--- config.mk ---
export PLATFORM = sky130hd
export DESIGN_NAME = extension_sequencer_flat
export DESIGN_NICKNAME = d
export VERILOG_FILES = /design/src/rtl/extension_sequencer_if.sv /design/src/rtl/extension_sequencer.sv /design/src/flat_wrapper.sv
export SDC_FILE = /design/constraint.sdc
export NUM_CORES = 1
export LEC_CHECK = 0
export BUFFER_PORTS_ARGS = -buffer_cell sky130_fd_sc_hd__buf_2
export CORE_AREA = 3 3 176 178
export CTS_CLUSTER_DIAMETER = 150
export CTS_CLUSTER_SIZE = 14
export DETAILED_ROUTE_END_ITERATION = 16
export DIE_AREA = 0 0 179 181
export PLACE_DENSITY_LB_ADDON = 0.05
export SLEW_MARGIN = 20
export SYNTH_ARGS = -nofsm -noshare
export SYNTH_HDL_FRONTEND = slang
export SYNTH_SLANG_ARGS = --single-unit
--- constraint.sdc ---
create_clock -name clk -period 5.3 [get_ports clk]
set_input_delay 0.265 -clock clk [delete_from_list [all_inputs] [get_ports clk]]
set_output_delay 0.265 -clock clk [all_outputs]
set_load 0.1 [all_outputs]
--- src/rtl/extension_sequencer_if.sv ---
// extension_sequencer_if: request/response bus between the sequencer and its extension modules
interface extension_sequencer_if #(
  parameter int XLEN    = 32,
  parameter int NUM_EXT = 8
);
  logic [NUM_EXT-1:0]      ext_req_valid;
  logic [NUM_EXT-1:0]      ext_req_ready;
  logic [XLEN-1:0]         ext_op_a;
  logic [XLEN-1:0]         ext_op_b;
  logic [NUM_EXT-1:0]      ext_resp_valid;
  logic [NUM_EXT*XLEN-1:0] ext_resp_data;
  modport master (
    output ext_req_valid, ext_op_a, ext_op_b,
    input  ext_req_ready, ext_resp_valid, ext_resp_data
  );
  modport slave (
    input  ext_req_valid, ext_op_a, ext_op_b,
    output ext_req_ready, ext_resp_valid, ext_resp_data
  );
endinterface

--- src/rtl/extension_sequencer.sv ---
// extension_sequencer: dispatches decoded extension ops to NUM_EXT modules and writes back the result
// Optional EXT_TIMEOUT_EN aborts ISSUE/WAIT after TIMEOUT cycles with an all-ones result and ext_err.
module extension_sequencer #(
  parameter int XLEN    = 32,
  parameter int NUM_EXT = 8,
  parameter int TIMEOUT = 255
) (
  input  logic                 clk,
  input  logic                 rst,
  input  logic                 ext_start,
  input  logic [2:0]           ext_select,
  input  logic [XLEN-1:0]      rs1_data,
  input  logic [XLEN-1:0]      rs2_data,
  input  logic [4:0]           rd_addr,
  output logic                 stall,
  output logic                 wb_valid,
  output logic [4:0]           wb_addr,
  output logic [XLEN-1:0]      wb_data,
  output logic                 ext_err,
  extension_sequencer_if.master ext
);
  typedef enum logic [1:0] {IDLE, ISSUE, WAIT, DONE} state_t;
  localparam logic [3:0] NE = 4'(NUM_EXT);
  state_t r_state, w_next;
  logic [2:0]          r_sel, w_sel;
  logic [4:0]          r_rd, w_rd;
  logic [XLEN-1:0]     r_op_a, r_op_b, r_wb_data, w_wb_data, w_resp;
  logic [NUM_EXT-1:0]  r_req, w_req;
  logic [4:0]          r_wb_addr;
  logic                r_wb_valid, w_wb_valid, w_err, w_illegal, w_hit, w_to, w_done;
  logic [7:0]          w_rdy, w_rv, w_onehot;
  logic [8*XLEN-1:0]   w_data_pad;
  // Pad to 8 modules so select indexing stays in range for any NUM_EXT
  assign w_rdy      = 8'(ext.ext_req_ready);
  assign w_rv       = 8'(ext.ext_resp_valid);
  assign w_data_pad = (8*XLEN)'(ext.ext_resp_data);
  assign w_resp     = w_data_pad[32'(r_sel)*XLEN +: XLEN];
  assign w_hit      = w_rv[r_sel];
  assign w_illegal  = {1'b0, ext_select} >= NE;
`ifdef EXT_TIMEOUT_EN
  localparam int CW = $clog2(TIMEOUT + 1);
  logic [CW-1:0] r_cnt;
  logic          r_err;
  always_ff @(posedge clk)
    if (rst || r_state == IDLE) r_cnt <= '0;
    else if (r_state == ISSUE || r_state == WAIT) r_cnt <= r_cnt + 1'b1;
  always_ff @(posedge clk)
    r_err <= rst ? 1'b0 : w_err;
  assign w_to    = (r_state == ISSUE || r_state == WAIT) && r_cnt == CW'(TIMEOUT - 1);
  assign ext_err = r_err;
`else
  localparam int unused_timeout = TIMEOUT;
  assign w_to    = 1'b0;
  assign ext_err = 1'b0;
`endif
  always_ff @(posedge clk)
    r_state <= rst ? IDLE : w_next;
  always_comb begin
    w_next = r_state;
    case (r_state)
      IDLE:    w_next = ext_start ? (w_illegal ? DONE : ISSUE) : IDLE;
      ISSUE:   w_next = w_to ? DONE : (w_rdy[r_sel] ? WAIT : ISSUE);
      WAIT:    w_next = (w_hit || w_to) ? DONE : WAIT;
      default: w_next = IDLE;
    endcase
  end
  always_comb begin
    w_sel      = r_state == IDLE ? ext_select : r_sel;
    w_rd       = r_state == IDLE ? rd_addr : r_rd;
    w_onehot   = 8'd1 << w_sel;
    w_req      = w_next == ISSUE ? NUM_EXT'(w_onehot) : '0;
    w_done     = w_next == DONE;
    w_err      = w_done && (r_state == ISSUE || (r_state == WAIT && !w_hit));
    w_wb_valid = w_done && w_rd != 5'd0;
    w_wb_data  = !w_done ? '0 : w_err ? '1 : r_state == WAIT ? w_resp : '0;
  end
  always_ff @(posedge clk)
    if (rst) begin
      r_sel      <= '0;
      r_rd       <= '0;
      r_op_a     <= '0;
      r_op_b     <= '0;
      r_req      <= '0;
      r_wb_valid <= 1'b0;
      r_wb_addr  <= '0;
      r_wb_data  <= '0;
    end else begin
      r_req      <= w_req;
      r_wb_valid <= w_wb_valid;
      r_wb_addr  <= w_done ? w_rd : 5'd0;
      r_wb_data  <= w_wb_data;
      if (r_state == IDLE && ext_start) begin
        r_sel  <= ext_select;
        r_rd   <= rd_addr;
        r_op_a <= rs1_data;
        r_op_b <= rs2_data;
      end
    end
  assign stall             = (r_state == IDLE && ext_start) || r_state == ISSUE || r_state == WAIT;
  assign wb_valid          = r_wb_valid;
  assign wb_addr           = r_wb_addr;
  assign wb_data           = r_wb_data;
  assign ext.ext_req_valid = r_req;
  assign ext.ext_op_a      = r_op_a;
  assign ext.ext_op_b      = r_op_b;
endmodule

--- src/flat_wrapper.sv ---
// flat-port wrapper written by rule: the top's interface ports become plain ports
module extension_sequencer_flat 
#(
  parameter int XLEN    = 32,
  parameter int NUM_EXT = 8,
  parameter int TIMEOUT = 255
)
  (clk, rst, ext_start, ext_select, rs1_data, rs2_data, rd_addr, stall, wb_valid, wb_addr, wb_data, ext_err, ext_ext_req_valid, ext_ext_op_a, ext_ext_op_b, ext_ext_req_ready, ext_ext_resp_valid, ext_ext_resp_data);
  extension_sequencer_if #(.XLEN(XLEN), .NUM_EXT(NUM_EXT)) ext_i ();
  input  logic clk;
  input  logic rst;
  input  logic ext_start;
  input  logic [2:0] ext_select;
  input  logic [XLEN-1:0] rs1_data;
  input  logic [XLEN-1:0] rs2_data;
  input  logic [4:0] rd_addr;
  output logic stall;
  output logic wb_valid;
  output logic [4:0] wb_addr;
  output logic [XLEN-1:0] wb_data;
  output logic ext_err;
  output wire logic [$bits(ext_i.ext_req_valid)-1:0] ext_ext_req_valid;
  output wire logic [$bits(ext_i.ext_op_a)-1:0] ext_ext_op_a;
  output wire logic [$bits(ext_i.ext_op_b)-1:0] ext_ext_op_b;
  input wire logic [$bits(ext_i.ext_req_ready)-1:0] ext_ext_req_ready;
  input wire logic [$bits(ext_i.ext_resp_valid)-1:0] ext_ext_resp_valid;
  input wire logic [$bits(ext_i.ext_resp_data)-1:0] ext_ext_resp_data;
  assign ext_ext_req_valid = ext_i.ext_req_valid;
  assign ext_ext_op_a = ext_i.ext_op_a;
  assign ext_ext_op_b = ext_i.ext_op_b;
  assign ext_i.ext_req_ready = ext_ext_req_ready;
  assign ext_i.ext_resp_valid = ext_ext_resp_valid;
  assign ext_i.ext_resp_data = ext_ext_resp_data;
  extension_sequencer #(.XLEN(XLEN), .NUM_EXT(NUM_EXT), .TIMEOUT(TIMEOUT)) u_core (.clk(clk), .rst(rst), .ext_start(ext_start), .ext_select(ext_select), .rs1_data(rs1_data), .rs2_data(rs2_data), .rd_addr(rd_addr), .stall(stall), .wb_valid(wb_valid), .wb_addr(wb_addr), .wb_data(wb_data), .ext_err(ext_err), .ext(ext_i));
endmodule
-- Word level (Yosys, flattened, before mapping)
Cells that the tools add are included.
- output and inout port bits: 112
- bits in registers: 120
- word-level logic and storage cells: 42
- bits of input ports: 347
- order comparisons: 1
- shifts and indexed selects: 2
- bitwise operators: 2
- reductions and logical operators: 12
- multiplexer cells: 12
- eq/ne operators: 4
- operators with widths (operator ; number):
    indexed part select 256 x 9 -> 32 bit ; 1
    2-to-1 mux 32 bit ; 2
    << shifter 1 x 3 -> 8 bit (first input constant) ; 1
    binary-select mux 1 bit (select 3 bit) ; 2
    one-hot mux 2 bit (3 select lines) ; 1
    2-to-1 mux 5 bit ; 1
    nonzero test 5 bit ; 1
    == test 2 x 1 -> 1 bit (second input constant) ; 2
    == test 2 bit (second input constant) ; 2
    logical AND 1 bit ; 4
    < comparator 3 x 4 -> 1 bit (second input constant) ; 1
    2-to-1 mux 1 bit ; 4
    OR reduction 2 bit ; 2
    logical OR 1 bit ; 3
    2-to-1 mux 3 bit ; 1
    zero test 2 bit ; 1
    2-to-1 mux 2 bit ; 1
    NOT 1 bit ; 2
    zero test 1 bit ; 1

-- Longest topological paths before layout
Gate-level depths: netlist (run 1).
- depth after elaboration: 7
- depth in mapped cells: 7
- mapped depth without buffers: 4

-- Worst setup path before layout (run 1)
No wires, ideal clock.
- path kind: reg2out
- start point: register u_core.r_state[1]
- end point: output stall
- setup slack: 2.615 ns
- data required time: 5.035 ns
- buffers on the path: 2
- cell stages (with the launch flop): 6
- arrival time: 2.420 ns
- cell sequence: dfxtp_1 clkbuf_1 or2_2 clkbuf_1 nor2_1 a21oi_1
- longest elaborated chain between the ends: 4
- elaborated cells on any way between the ends: 6
- those cells by class: eq/ne: 2; reduce/logical: 4
- RTL lines (item ; RTL line ; source):
    start, declared ; extension_sequencer.sv:24 ; state_t r_state, w_next;
    start signal, assigned ; extension_sequencer.sv:57 ; r_state <= rst ? IDLE : w_next;
    zero test 2 bit ; extension_sequencer.sv:99 ; assign stall = (r_state == IDLE && ext_start) || r_state == ISSUE || r_state == WAIT;
    logical AND 1 bit ; extension_sequencer.sv:99 ;
    logical OR 1 bit ; extension_sequencer.sv:99 ;
    logical OR 1 bit * ; extension_sequencer.sv:99 ;
    end, declared ; flat_wrapper.sv:17 ; output logic stall;
Mark *: on every way between the ends. The rest lies on a longest branch, timed or not.

-- Worst setup path after layout (run 1)
- start point: register u_core.r_sel[0]
- end point: register u_core.r_wb_data[20], in the netlist u_core.wb_data[20]
- longest elaborated chain between the ends: 7
- elaborated cells on any way between the ends: 17
- those cells by class: eq/ne: 1; shift: 1; mux: 9; bitwise: 1; reduce/logical: 5
- RTL lines (item ; RTL line ; source):
    start, declared ; extension_sequencer.sv:25 ; logic [2:0] r_sel, w_sel;
    start signal, assigned ; extension_sequencer.sv:93 ; r_sel <= ext_select;
    branches (longest 7 deep; another with indexed part select 256 x 9 -> 32 bit) ; n/a ;
    end signal, assigned ; extension_sequencer.sv:91 ; r_wb_data <= w_wb_data;
    end, declared ; extension_sequencer.sv:27 ; logic [XLEN-1:0] r_op_a, r_op_b, r_wb_data, w_wb_data, w_resp;
Parallel ways; which one is timed is not known. The select of a mux whose other input is x is not followed.
A chain may end at the register's enable or synchronous reset.

==> summary.md, run 1 <==
| Metric | Value |
|---|---|
| Async SR Flop Fraction | `0%` |
| GRT Util Overall | `16.2%` |
| MaxCap Viol Count | `0` |
| Die W | `179 µm` |
| Area of the multi-input gates | `3200 µm²` |
| CP bufs+invs | `0` |
| Sw Ratio | `37.3%` |
| Global-route wire length before repair | `38.8 mm` |
| Number of synthesized flops with an enable pin | `0` |
| Crit end category | `flip-flop` |
| Main synth FF type | `dfxtp_1` |
| Via density per instance | `4.23` |
| FF-to-FF End | `u_core.wb_data[20]` |
| Crit Path Class | `reg2reg` |
| Startpoint Class | `flip-flop` |
| Status | `finished clean` |
| Syn Area/Cell | `10.1 µm²` |
| CP arrival | `2.89 ns` |
| Post-CTS sizing | `0` |
| DRC errors left | `0` |
| Synth Warn # | `0` |
| Unique cell type count in the Yosys netlist | `28` |
| Synth cell count leaders | `160 x nand2_1, 120 x dfxtp_1, 80 x a21oi_1, 67 x mux4_2, 38 x mux2i_1` |
| Yosys reg bits | `120` |
| Final hold vios | `0` |
| Average wire per standard cell | `19.4 µm` |
| Final setup viols | `0` |
| Flop pwr share | `32.5%` |
| Starting DRC count in detailed routing | `202` |
| DP Worst Slack | `2.52 ns` |
| Final Worst Setup Slack | `2.66 ns` |
| Top-count cell post-synth | `nand2_1` |
| Root Driver | `clkbuf_16` |
| Max-slew headroom | `32.6%` |
| Setup repair bufs after CTS | `0` |
| Int Power | `1.99 mW` |
| Hold Crit Start | `rs2_data[18]` |
| PortBufs | `457` |
| Initial antenna violation count | `21` |
| Fillers | `3240` |
| Post-synthesis sequential area ratio | `41.1%` |
| Fin Setup TNS | `0 ns` |
| Leak | `4.12 nW` |
| Slowest CP cell | `dfxtp_4` |
| Gate power share | `30.5%` |
| Yosys top cell by area | `dfxtp_1` |
| Worst Hold Class | `in2reg` |
| Clock tree buffer depth | `2` |
| CTS Hold Bufs | `0` |
| Placer Congestion | `0.846` |
| Drt total wl | `27.5 mm` |
| Nets | `1354` |
| Slew @ Worst Pin | `1.01 ns` |
| Layout cells sized above 1 | `56.0%` |
| Worst Path Required | `5.55 ns` |
| Largest net degree at the start of global routing | `77` |
| Number of clock buffers inserted by TritonCTS | `17` |
| Detailed Place HPWL | `21.5 mm` |
| Die Y | `181 µm` |
| Vias in the first global route | `6259` |
| # IOs | `459` |
| Instance count of the mapped netlist | `577` |
| Pwr Density | `351 nW/µm²` |
| Critical path peak fanout | `47` |
| Tmin final | `2.64 ns` |
| CTS tree | `done` |
| Grt ovf | `0` |
| Hold Path Sink | `u_core.ext.ext_op_b[18]` |
| Routed Antenna Nets | `0` |
| Worst R2R Setup Slack | `2.66 ns` |
| Clock H-tree levels | `4` |
| Area growth syn-to-layout | `54.6%` |
| R2R cell count | `4` |
| Worst reg2reg path startpoint | `u_core.r_sel[0]` |
| Initial Util | `19.8%` |
| Skew-Pair Late Insertion Delay | `0.41 ns` |
| Crit-path max cell delay | `0.90 ns` |
| Hold depth | `3` |
| Drt pass-1 iters | `4` |
| Fmax | `0.379 GHz` |
| Storage cell area | `2410 µm²` |
| Worst-path clk slew | `0.06 ns` |
| RSZ-0062 raised after global routing | `no` |
| Pins Over Slew Limit | `0` |
| Switching power of the nets | `1.18 mW` |
| Crit-path leading delay family | `flip-flops` |
| Syn_nets | `924` |
| Crit-path cells | `mux4_2 > mux2i_1 > or3_2 > nor2_1` |
| Num rows | `63` |
| Clock share of power | `37.0%` |
| Cell Area, Synth | `5850 µm²` |
| Fin crit share | `49.8%` |
| Area of the core | `29600 µm²` |
| Die area | `32400 µm²` |
| Top-area cell type share of the netlist area | `41.1%` |
| Synth top area cells | `dfxtp_1 41%, mux4_2 26%, nand2_1 10%` |
| Peak supply drop | `200 µV` |
| Via count | `6002` |
| CTS Sinks | `120` |
| Clk_skew | `0.0135 ns` |
## layout by cell type (no fill, tap or decap), types with 2 or more instances in the layout
cell,n
clkbuf_16,17
mux2i_1,38
nor3_1,2
dfxtp_1,117
o31ai_1,2
nor2_1,37
buf_2,457
buf_4,5
clkinv_4,4
dfxtp_4,2
nor3b_1,6
mux4_2,67
clkinv_2,3
diode_2,8
a21oi_1,80
nand2_1,159
bufinv_16,2
clkinvlp_4,4
## final cells by class
| type | instances | share of cell area (%) |
|---|---|---|
| diodes | 8 | 0.222 |
| clock buffers | 18 | 4.86 |
| clock inverters | 14 | 1.68 |
| inverters | 1 | 0.0415 |
| multi-input cells | 405 | 35.4 |
| flip-flops and latches | 120 | 26.7 |
| well taps | 390 | 5.40 |
| repair buffers | 462 | 25.7 |
## registers in the layout (all words and copies together) (netlist names)
register	count
u_core.ext.ext_op_a	32
u_core.r_state	2
u_core.wb_data	32
u_core.wb_addr	5
u_core.r_rd	5
u_core.r_sel	3
u_core.ext.ext_op_b	32
u_core.wb_valid	1
u_core.ext.ext_req_valid	8
## kinds of logic after synthesis
logic type	count (synthesis)	synth area share (%)
AO/OA/AOI/OAI	86	7.68
multiplexers	105	32.3
buffers and inverters	52	4.28
AND/OR/NAND/NOR	213	14.6
other	1	0.0641
flip-flops	120	41.1
## metal layers
layer	vias up	GRT usage, %	routed length, µm
li1	2914	-	-
met1	2766	16.1	9310
met2	245	29.8	14700
met3	49	7.36	2840
met4	28	5.36	504
met5	-	0	147
## stage by stage
| step | area (µm²) | power, mW | hold slack, ns | utilization (%) | std cells |
|---|---|---|---|---|---|
| 6_report | 9040 | 3.17 | 0.0901 | 30.6 | 1418 |
| 5_1_grt | 9030 | 3.33 | 0.0760 | 30.5 | 1415 |
| 4_1_cts | 9020 | 3.24 | 0.0622 | 30.5 | 1410 |
| 3_5_place_dp | 8430 | 2.04 | 0.444 | 28.5 | 1378 |
| 3_3_place_gp | 8430 | 2.04 | 0.442 | 28.5 | 1378 |
| 2_1_floorplan | 5850 | 1.77 | 0.399 | - | 577 |
## power by group through the flow
stage	Clock [mW]	Combinational (mW)	Sequential, mW
after detailed placement	0	0.980	1.06
after CTS	1.23	0.981	1.04
final	1.17	0.966	1.03
after floorplan	0	0.380	1.39
after global routing	1.25	1.03	1.04
after global placement	0	0.983	1.05
## worst min-delay path, delay by kind of cell
family | cells | cell delay (ns)
buf+inv | 1 | 0.09
compound gates | 1 | 0.05
simple gates | 1 | 0.04
## worst max path at each step
stage                                     to         startpoint  cells after the start
after global placement    u_core.wb_data[28]    u_core.r_sel[0]                      4
final                     u_core.wb_data[20]    u_core.r_sel[0]                      4
after global routing      u_core.wb_data[11]    u_core.r_sel[0]                      4
after floorplan                        stall  u_core.r_state[1]                      5
after CTS                 u_core.wb_data[20]    u_core.r_sel[0]                      4
after detailed placement  u_core.wb_data[20]    u_core.r_sel[0]                      4
No activity file was read; power rests on OpenSTA's default activity.
==> inputs of run 2 (changes only) <==
--- a/config.mk
+++ b/config.mk
@@ -5,12 +5,13 @@
 export SDC_FILE = /design/constraint.sdc
 export NUM_CORES = 1
 export LEC_CHECK = 0
+export ABC_AREA = 1
 export BUFFER_PORTS_ARGS = -buffer_cell sky130_fd_sc_hd__buf_2
-export CORE_AREA = 3 3 176 178
+export CORE_AREA = 3 3 179 181
 export CTS_CLUSTER_DIAMETER = 150
 export CTS_CLUSTER_SIZE = 14
 export DETAILED_ROUTE_END_ITERATION = 16
-export DIE_AREA = 0 0 179 181
+export DIE_AREA = 0 0 182 184
 export PLACE_DENSITY_LB_ADDON = 0.05
 export SLEW_MARGIN = 20
 export SYNTH_ARGS = -nofsm -noshare
==> constraint.sdc (replaced) <==
create_clock -name clk -period 2.6 [get_ports clk]
set_input_delay 0.13 -clock clk [delete_from_list [all_inputs] [get_ports clk]]
set_output_delay 0.13 -clock clk [all_outputs]
set_load 0.1 [all_outputs]
==> run 2 against run 1 <==
  * Via count grew 38%
  * Synthesized area rose by 4.8%
  * Die area is 3.4% higher
==> summary.md, run 2 <==
| Metric | Value |
|---|---|
| Tmin final | `2.01 ns (-0.627 ns)` |
| Pwr Density | `720 nW/µm² (+110%)` |
| Via count | `8265 (+38%)` |
| Grt ovf | `0 (unchanged)` |
| Hold depth | `3 (unchanged)` |
| Synth Area in Compound Gates | `27.8% (+20 points)` |
| Fin Setup TNS | `0 ns (unchanged)` |
| Worst Path Required | `2.89 ns (-2.66 ns)` |
| Critical path peak fanout | `34 (-28%)` |
| CP bufs+invs | `2 (+2)` |
| Fmax | `0.498 GHz (+31%)` |
| CP arrival | `2.30 ns (-0.59 ns)` |
| Most Used Layer, Global Route | `met2` |
| Synth cell count leaders | `286 x nor2_1, 196 x o21ai_0, 120 x dfxtp_1, 64 x clkbuf_1, 52 x o221ai_1` |
| Number of clock buffers inserted by TritonCTS | `17 (unchanged)` |
| # IOs | `459 (unchanged)` |
| CTS tree | `done` |
| Area growth syn-to-layout | `65.4%` |
| DRC errors left | `0 (unchanged)` |
| Xor/xnor share of the synthesized area | `0% (unchanged)` |
| Commonest non-fill, non-tap cell in the layout | `buf_2` |
| Crit-path cells | `inv_4 > nand2_1 > nand3_1 > nand3_1 > nand2_1 > nand2_1 > nand3_1 > nand2_2 > buf_12 > nor2_1` |
| PortBufs | `457 (unchanged)` |
| Status | `finished clean` |
| Root Driver | `clkbuf_16` |
| Met1 Use GR | `21.6% (+5.5 points)` |
| Post-Synth Adder-Cell Area | `0% (unchanged)` |
| Leak | `4.85 nW (+18%)` |
| Detailed Place HPWL | `24.8 mm (+15%)` |
| Clk_skew | `0.0115 ns (-0.00202 ns)` |
| GRT Util Overall | `18.6% (+2.3 points)` |
| Synth top area cells | `dfxtp_1 39%, nor2_1 18%, o21ai_0 16%` |
| Hold Crit Start | `rs2_data[10]` |
| Die W | `182 µm (+1.7%)` |
| DP Worst Slack | `0.551 ns (-1.97 ns)` |
| Yosys top cell by area | `dfxtp_1` |
| Crit-path leading delay family | `simple AND/OR/NAND/NOR gates` |
| Instance count of the mapped netlist | `913 (+58%)` |
| Yosys reg bits | `120 (unchanged)` |
| Worst Hold Class | `in2reg` |
| Startpoint Class | `flip-flop` |
| Post-synthesis mux area share | `0% (-32 points)` |
| Synth Warn # | `0 (unchanged)` |
| Peak supply drop | `355 µV (+77%)` |
| Final hold vios | `0 (unchanged)` |
| Storage cell area | `2410 µm² (-0.16%)` |
| Cell Area, Synth | `6130 µm² (+4.8%)` |
| CTS Sinks | `120 (unchanged)` |
| Number of synthesized flops with an enable pin | `0 (unchanged)` |
| Clock H-tree levels | `4 (unchanged)` |
| Layout cells sized above 1 | `38.1% (-18 points)` |
| Post-CTS sizing | `0 (unchanged)` |
| Final setup viols | `0 (unchanged)` |
| Starting DRC count in detailed routing | `347 (+72%)` |
| Die area | `33500 µm² (+3.4%)` |
| Hold Path Sink | `u_core.ext.ext_op_b[10]` |
| Drt pass-1 iters | `4 (unchanged)` |
| Die Y | `184 µm (+1.7%)` |
| Max-slew headroom | `54.2% (+22 points)` |
| Worst-path clk slew | `0.06 ns (about the same)` |
| Dpl cell area | `8780 µm² (+4.2%)` |
| Average wire per standard cell | `18.1 µm (-6.8%)` |
| Pins Over Slew Limit | `0 (unchanged)` |
| Synth Area in Simple Gates | `25.1% (+11 points)` |
| Slowest CP cell | `dfxtp_4` |
| Main synth FF type | `dfxtp_1` |
| Area of the multi-input gates | `3250 µm² (+1.7%)` |
| FF-to-FF End | `u_core.wb_data[20]` |
| Top-count cell post-synth | `nor2_1` |
| Most frequent cells in the layout | `456 x buf_2, 286 x nor2_1, 196 x o21ai_0` |
| Syn_nets | `1260 (+36%)` |
| Initial antenna violation count | `14 (-33%)` |
| Drt total wl | `32.8 mm (+19%)` |
| Met3 GRT Util | `5.09% (-2.3 points)` |
| Async SR Flop Fraction | `0% (unchanged)` |
| Area of the core | `30600 µm² (+3.5%)` |
| Routed Antenna Nets | `0 (unchanged)` |
| Fin crit share | `77.3% (+28 points)` |
| Clock tree buffer depth | `2 (unchanged)` |
| Met2 usage | `32.7% (+2.9 points)` |
| Initial Util | `20.0% (+0.26 points)` |
| Fin area | `10100 µm² (+12%)` |
| Final Worst Setup Slack | `0.590 ns (-2.07 ns)` |
| Crit end category | `flip-flop` |
| R2R cell count | `10 (+6)` |
| Largest net degree at the start of global routing | `71 (-7.8%)` |
| Via density per instance | `4.55 (+7.5%)` |
| RSZ-0062 raised after global routing | `no` |
| Nets | `1745 (+29%)` |
| Post-synthesis sequential area ratio | `39.2% (-1.9 points)` |
| Worst R2R Setup Slack | `0.59 ns (-2.07 ns)` |
| Global-route wire length before repair | `48.4 mm (+25%)` |
| Fillers | `3490 (+7.7%)` |
| Worst reg2reg path startpoint | `u_core.r_sel[0]` |
| Slew @ Worst Pin | `0.687 ns (-0.324 ns)` |
| Top-area cell type share of the netlist area | `39.2% (-1.9 points)` |
| Skew-Pair Late Insertion Delay | `0.42 ns (about the same)` |
| MaxCap Viol Count | `0 (unchanged)` |
| Unique cell type count in the Yosys netlist | `22 (-21%)` |
| Syn Area/Cell | `6.71 µm² (-34%)` |
| Placer Congestion | `0.865 (+2.3%)` |
| Crit Path Class | `reg2reg` |
| Num rows | `64 (+1.6%)` |
| Main combinational cell family by area after synthesis | `compound AO/OA/AOI/OAI gates` |
| Vias in the first global route | `8268 (+32%)` |
| Crit-path max cell delay | `0.51 ns (-0.39 ns)` |
==> run 2: worst max path at each step <==
stage               slack [ns]         startpoint  depth (start not counted)                 end
finish                    0.59    u_core.r_sel[0]                         10  u_core.wb_data[20]
floorplan                 0.77  u_core.r_state[0]                          4               stall
detailed placement        0.55    u_core.r_sel[0]                         10  u_core.wb_data[20]
global placement          0.57    u_core.r_sel[0]                         10  u_core.wb_data[24]
CTS                       0.54    u_core.r_sel[0]                         10  u_core.wb_data[20]
global route              0.34    u_core.r_sel[0]                          6   u_core.wb_data[6]
==> run 2: layout make-up <==
type	count	area share, %
Antenna cell	10	0.247
Clock buffer	17	4.20
Clock inverter	15	1.89
Inverter	34	1.28
Multi-Input combinational cell	676	32.1
Sequential cell	120	23.7
Tap cell	396	4.89
Timing Repair Buffer	549	31.7
==> run 2: routing by layer <==
metal  up-vias  routed length (µm)
met5         -                  34
met2       313               16500
li1       4081                   -
met3        47                2440
met4         6                 817
met1      3818               13100
==> run 2: cells by family after synthesis <==
group | count (synthesis)
AOI/OAI and AO/OA | 292
buffers and inverters | 117
DFF | 120
other | 1
and+or+nand+nor | 383
==> run 2: what timing repair did <==
action | 4_1_cts | 5_1_grt
hold endpoints to repair | 72 | 0
buffers inserted | 0 | 0
hold buffers | 72 | 0
==> run 2: report_power, final <==
group / switching [mW] / internal, mW
registers: 0.0913 / 2.00
logic: 1.97 / 0.718
clock network: 0.995 / 1.53
total: 3.05 / 4.25
==> run 2: per-stage QoR <==
stage               utilization [%]  instances  hold WS, ns  total power [mW]
floorplan                         -        913        0.203              4.01
detailed placement             28.7       1703        0.382              4.75
global route                   33.1       1816       0.0350              7.73
CTS                            33.1       1807       0.0105              7.43
global placement               28.7       1703        0.374              4.76
finish                         33.1       1817       0.0306              7.30
==> run 2: worst min-delay path, stage by stage <==
cell and delay (ns):
buf_2 0.08, o21ai_0 0.09, nor2_1 0.10
